File: config.mk
export PLATFORM = sky130hd
export DESIGN_NAME = writeback_stage
export DESIGN_NICKNAME = d
export VERILOG_FILES = /design/src/rtl/writeback_stage.sv
export SDC_FILE = /design/constraint.sdc
export NUM_CORES = 1
export LEC_CHECK = 0
export ABC_CLOCK_PERIOD_IN_PS = 1950
export CAP_MARGIN = 0
export CORE_ASPECT_RATIO = 0.5
export CORE_MARGIN = 2
export CORE_UTILIZATION = 38
export DETAILED_ROUTE_END_ITERATION = 7
export PLACE_DENSITY = 0.79
export SYNTH_ARGS = -nofsm -noshare
export SYNTH_HDL_FRONTEND = slang
export SYNTH_SLANG_ARGS = --single-unit
File: constraint.sdc
create_clock -name clk -period 1.95 [get_ports clk]
set_clock_uncertainty 0.1 [all_clocks]
set_input_delay 0.39 -clock clk [delete_from_list [all_inputs] [get_ports clk]]
set_output_delay 0.39 -clock clk [all_outputs]
set_load 0.005 [all_outputs]
File: src/rtl/writeback_stage.sv
// EX/WB pipeline register and writeback stage: register-file write port, HI/LO
// multiply registers, GPIO output register, retired-instruction counter and forwarding selects.
module writeback_stage #(
  parameter int                DATA_W   = 32,
  parameter int                GPIO_W   = 32,
  parameter logic [GPIO_W-1:0] GPIO_RST = '0,
  parameter int                CNT_W    = 32
) (
  input  logic              clk,
  input  logic              rst,
  input  logic              valid_EX,
  input  logic              flush_EX,
  input  logic              regwrite_EX,
  input  logic [1:0]        regsel_EX,
  input  logic              enhilo_EX,
  input  logic              gpio_en_EX,
  input  logic [4:0]        writeaddr_EX,
  input  logic [4:0]        rs_EX,
  input  logic [4:0]        rt_EX,
  input  logic [DATA_W-1:0] alu_lo_EX,
  input  logic [DATA_W-1:0] alu_hi_EX,
  input  logic [DATA_W-1:0] gpio_data_EX,
  output logic              regwrite_WB,
  output logic [4:0]        writeaddr_WB,
  output logic [DATA_W-1:0] writedata_WB,
  output logic              fwd_a,
  output logic              fwd_b,
  output logic [DATA_W-1:0] hi_q,
  output logic [DATA_W-1:0] lo_q,
  output logic [GPIO_W-1:0] gpio_out,
  output logic [CNT_W-1:0]  instret
);

  logic live;
  assign live = valid_EX & ~flush_EX;

  // mfhi/mflo read the pre-edge HI/LO; a mult in the previous cycle has already landed.
  function automatic logic [DATA_W-1:0] wb_select(
    input logic [1:0]        sel,
    input logic [DATA_W-1:0] alu,
    input logic [DATA_W-1:0] hi,
    input logic [DATA_W-1:0] lo
  );
    logic [DATA_W-1:0] res;
    case (sel)
      2'd1:    res = hi;
      2'd2:    res = lo;
      default: res = alu;
    endcase
    return res;
  endfunction

  // EX -> WB boundary
  always_ff @(posedge clk or negedge rst) begin
    if (!rst) begin
      regwrite_WB  <= 1'b0;
      writeaddr_WB <= 5'd0;
      writedata_WB <= '0;
      hi_q         <= '0;
      lo_q         <= '0;
      gpio_out     <= GPIO_RST;
      instret      <= '0;
    end else begin
      // $0 is never written, which also keeps forwarding off for $0.
      regwrite_WB  <= live & regwrite_EX & (writeaddr_EX != 5'd0);
      writeaddr_WB <= writeaddr_EX;
      writedata_WB <= wb_select(regsel_EX, alu_lo_EX, hi_q, lo_q);
      if (live & enhilo_EX) begin
        hi_q <= alu_hi_EX;
        lo_q <= alu_lo_EX;
      end
      if (live & gpio_en_EX) gpio_out <= gpio_data_EX[GPIO_W-1:0];
      if (live) instret <= instret + CNT_W'(1);
    end
  end

  assign fwd_a = regwrite_WB & (writeaddr_WB == rs_EX);
  assign fwd_b = regwrite_WB & (writeaddr_WB == rt_EX);

endmodule

# Yosys cells after proc, flatten, opt, wreduce, memory -nomap -nowiden
# Cells that the tools add are included.
classes:
  bitwise: 8
  n_reduce_logical: 1
  muxes: 1
  n_addsub: 1
  eq_ne: 4
ops:
  columns: ["cell", "n"]
  rows:
  - ["32-bit one-hot mux with 2 select lines", 1]
  - ["32-bit by 1-bit adder with 32-bit output (second input constant)", 1]
  - ["5-bit equality test", 2]
  - ["1-bit bitwise AND", 7]
  - ["5-bit nonzero test", 1]
  - ["2-bit by 1-bit equality test with 1-bit output (second input constant)", 1]
  - ["2-bit equality test (second input constant)", 1]
  - ["1-bit inverter", 1]
totals:
  inputBits: 120
  output_inout_bits: 168
  elab_cells: 22
  ff_bits: 166

# Logic depth before layout (Yosys ltp)
depth:
  ltp_word: 4
  mapped_depth: 6
  depth_no_buf: 5

# Worst setup path after synthesis
# No wires, ideal clock.
synth_path:
  path_type: "reg2reg"
  start: "reg instret[5]"
  end: "reg instret[31]"
  setup_ns: 0.123
  path_buffers: 0
  path_stages_with_launch: 5
  t_required_ns: 1.727
  arrival_time_ns: 1.712
  period_less_slack_ns: 1.935
  setup_slack_ns: 0.015
  cell_sequence: "dfrtp_1 -> nand3_2 -> or4_4 -> or4_4 -> xnor2_2"
synth_via:
  elab_chain_len: 1
synth_rtl:
  columns: ["item", "line", "text"]
  rows:
  - ["start, declared", "31", "output logic [CNT_W-1:0] instret"]
  - ["start signal, assigned", "73", "if (live) instret <= instret + CNT_W'(1);"]
  - ["32-bit by 1-bit adder with 32-bit output", "73", null]
# No other way between the ends.
# A chain may end at the register's enable or synchronous reset.

# Final worst setup path
layout_path:
  start: "reg writeaddr_WB[2]"
  end: "out fwd_a"
layout_via:
  elab_chain_len: 2
layout_rtl:
  columns: ["item", "line", "text"]
  rows:
  - ["start, declared", "24", "output logic [4:0] writeaddr_WB,"]
  - ["start signal, assigned", "66", "writeaddr_WB <= writeaddr_EX;"]
  - ["5-bit equality test", "77", "assign fwd_a = regwrite_WB & (writeaddr_WB == rs_EX);"]
  - ["1-bit bitwise AND", "77", null]
  - ["end, declared", "26", "output logic fwd_a,"]
# No other way between the ends.

==> results.sh <==
export IMPL_drtIter0Drc=196
export IMPL_ioPinCount=288
export IMPL_rsz0062_at_grt="yes"
export IMPL_required_ns=1.46
export IMPL_grt_pass1_wl_um=30200
export IMPL_hold_slack_ns=0.346
export IMPL_nNetsFinal=949
export IMPL_status="complete, but fails checks"
export IMPL_use_met3_pct=4.31
export IMPL_grt_overflow=0
export IMPL_grt_antenna_before_repair=0
export IMPL_core_area_um2=17400
export IMPL_setup_viol=2
export IMPL_ys_ff_latch=166
export IMPL_cts_buffers=17
export IMPL_clk_latency_ns=0.42
export IMPL_fin_cells=1071
export IMPL_peakVddDrop_v=0.000633
export IMPL_drive_gt1_share_pct=21.9
export IMPL_grt_use_met2_pct=37.6
export IMPL_synth_seq_area_share_pct=61.7
export IMPL_layout_common_cells="275 x clkdlybuf4s50_1, 165 x dfrtp_1, 97 x mux2_2"
export IMPL_cts_buffer_depth=2
export IMPL_setup_tns_ns=-0.296
export IMPL_postSynthCellCount=507
export IMPL_dp_cells=1033
export IMPL_hold_violations=0
export IMPL_violations="setup timing"
export IMPL_area_growth_pct=60.9
export IMPL_max_freq_mhz=476
export IMPL_syn_cell_area_um2=6730
export IMPL_cp_start_kind="register"
export IMPL_worst_pin_slew_ns=0.377
export IMPL_dr_pass1_iters=6
export IMPL_synth_cell_type_count=31
export IMPL_via_count=5250
export IMPL_critPathKind="reg -> out"
export IMPL_hpwl_um=14300
export IMPL_wl_um=19400
export IMPL_drc_errors=0
export IMPL_utilization_pct=62.4
export IMPL_cp_max_fo=2
export IMPL_cts_sinks=166
export IMPL_p_per_area_nw_per_um2=925
export IMPL_crit_arrival_ns=1.61
export IMPL_synth_warnings=0
export IMPL_hold_class="in -> async"
export IMPL_p_leak_nw=4.74
export IMPL_cts_tree="built"
export IMPL_clk_pin_slew_ns=0.07
export IMPL_vias_per_cell=4.90
export IMPL_drt_wirelength_per_cell_um=18.1
export IMPL_final_common_cell="clkdlybuf4s50_1"
export IMPL_fp_dieW_um=192
export IMPL_grtUsageMet1_pct=24.5
export IMPL_critPathCaptureType="output port"
export IMPL_drv_slew=0
export IMPL_grt_pass1_vias=5494
export IMPL_grt_use_total_pct=20.8
export IMPL_cpPeakStageDelay_ns=0.41
export IMPL_top_usage_layer="met2"
export IMPL_start_util_pct=38.8
export IMPL_diodes=0
export IMPL_avgSynthCellArea_um2=13.3
export IMPL_io_buffers=287
export IMPL_dieArea_um2=18900
export IMPL_drv_cap=0
export IMPL_h_tree_depth=4
export IMPL_gp_congestion=0.828
export IMPL_ant_nets=0
export IMPL_synth_fp_nets=630
export IMPL_die_h_um=98.1
export IMPL_post_route_period_util_pct=108
export IMPL_root_buffer="clkbuf_16"
export IMPL_grt_max_degree=62
export IMPL_fillers=1400
export IMPL_row_count=34
export IMPL_worst_slack_ns=-0.150
export IMPL_path_cells="buf_6, xor2_1, nor4_1, and3_1, buf_2"
export IMPL_finalCriticalPeriod_ns=2.10
export IMPL_max_slew_margin_pct=74.9
export IMPL_crit_slowest_cell="dfrtp_1"
-- repair_timing --
| action | CTS | global route |
|---|---|---|
| pin swaps | 4 | 4 |
| buffers inserted | 5 | 2 |
| gates resized for setup | 16 | 8 |
| setup endpoints to repair | 6 | 12 |
| hold endpoints to repair | 32 | 0 |
| hold buffers | 1 | 0 |
-- synth_stat cells --
| library cell | count | area share, % |
|---|---|---|
| and3_1 | 4 | 0.37 |
| and2_1 | 2 | 0.19 |
| clkbuf_1 | 23 | 1.3 |
| nor4_4 | 2 | 0.63 |
| or3_1 | 1 | 0.093 |
| nand3_2 | 1 | 0.15 |
| or4_2 | 1 | 0.13 |
| or4_4 | 2 | 0.33 |
| and4_1 | 2 | 0.26 |
| o311a_1 | 1 | 0.15 |
| nand4_1 | 6 | 0.56 |
| and3b_1 | 1 | 0.13 |
| nor2b_1 | 1 | 0.093 |
| mux2_2 | 97 | 16 |
| ha_1 | 3 | 0.56 |
| nor2_1 | 8 | 0.45 |
| clkbuf_8 | 1 | 0.20 |
| buf_1 | 3 | 0.17 |
| nor3_1 | 11 | 0.82 |
| xor2_1 | 25 | 3.3 |
| nand2_1 | 44 | 2.5 |
| a22oi_1 | 32 | 3.6 |
| inv_1 | 9 | 0.50 |
| xnor2_1 | 15 | 2.0 |
| nor4_1 | 2 | 0.19 |
| xnor2_2 | 1 | 0.24 |
| and4b_1 | 1 | 0.15 |
| o21ai_0 | 32 | 2.4 |
| nand3_1 | 9 | 0.67 |
| and3_2 | 1 | 0.11 |
| dfrtp_1 | 166 | 62 |
-- registers in the layout, indices dropped and copies added (netlist names) --
signal        count
regwrite_WB       1
instret          32
gpio_out         32
lo_q             32
writedata_WB     32
writeaddr_WB      5
hi_q             32
-- through the flow --
step           setup slack, ns  power [mW]  instance area, µm²
6_report                -0.150        10.0               10800
5_1_grt                 -0.284        10.5               10800
4_1_cts                 -0.150        10.1               10800
3_5_place_dp            -0.453        6.74               10200
3_3_place_gp            -0.436        6.66               10200
2_1_floorplan           0.0147        5.02                6730
-- cell families after synthesis --
family / after synthesis / share of synthesized area (%)
fa+ha+maj: 3 / 0.558
compound gates: 65 / 6.10
xor+xnor: 41 / 5.45
buf+inv: 36 / 2.16
flops: 166 / 61.7
mux: 97 / 16.2
simple gates: 99 / 7.77
-- report_power, final --
part | internal (mW) | total, mW | switching (mW) | leakage [nW]
Combinational | 1.58 | 2.34 | 0.763 | 2.46
Sequential | 3.97 | 4.34 | 0.365 | 2.01
Clock | 1.89 | 3.34 | 1.44 | 0.261
Total | 7.44 | 10.0 | 2.57 | 4.74
-- final cells by class --
type | instances | area (µm²) | area share, %
multi-input combinational | 305 | 2450 | 22.7
inverter | 9 | 33.8 | 0.312
timing repair buffer | 327 | 3310 | 30.6
clock inverter | 13 | 149 | 1.38
sequential | 166 | 4160 | 38.4
tap | 234 | 293 | 2.70
clock buffer | 17 | 425 | 3.93
-- path summary, 6_finish.rpt --
check | slack (ns) | start | cells past startpoint | end
worst max-delay path | -0.15 | writeaddr_WB[2]$_DFF_PN0_ | 5 | fwd_a
worst min-delay path | 0.35 | rst | 2 | instret[2]$_DFFE_PN0N_
worst max register to register | 0.04 | instret[17]$_DFFE_PN0N_ | 4 | instret[31]$_DFFE_PN0N_
worst min register to register | 0.40 | instret[23]$_DFFE_PN0N_ | 1 | instret[23]$_DFFE_PN0N_
max in group asynchronous | 0.75 | rst | 3 | lo_q[16]$_DFFE_PN0P_
min in group clk | 0.35 | writeaddr_EX[2] | 1 | writeaddr_WB[2]$_DFF_PN0_
-- critical path: cells and delay by family (launching register included) --
| family | cells | cell delay (ns) |
|---|---|---|
| xor gates and xnor gates | 1 | 0.13 |
| buffers and inverters | 2 | 0.23 |
| and+or+nand+nor | 2 | 0.41 |
| DFF | 1 | 0.41 |
-- layer usage --
layer	up-vias	wire (µm)	share of wire [%]
met5	-	0	0
li1	2425	-	-
met1	2650	7700	40
met4	0	527	2.7
met2	139	10500	54
met3	36	712	3.7
Power figures use the tool's default switching activity.
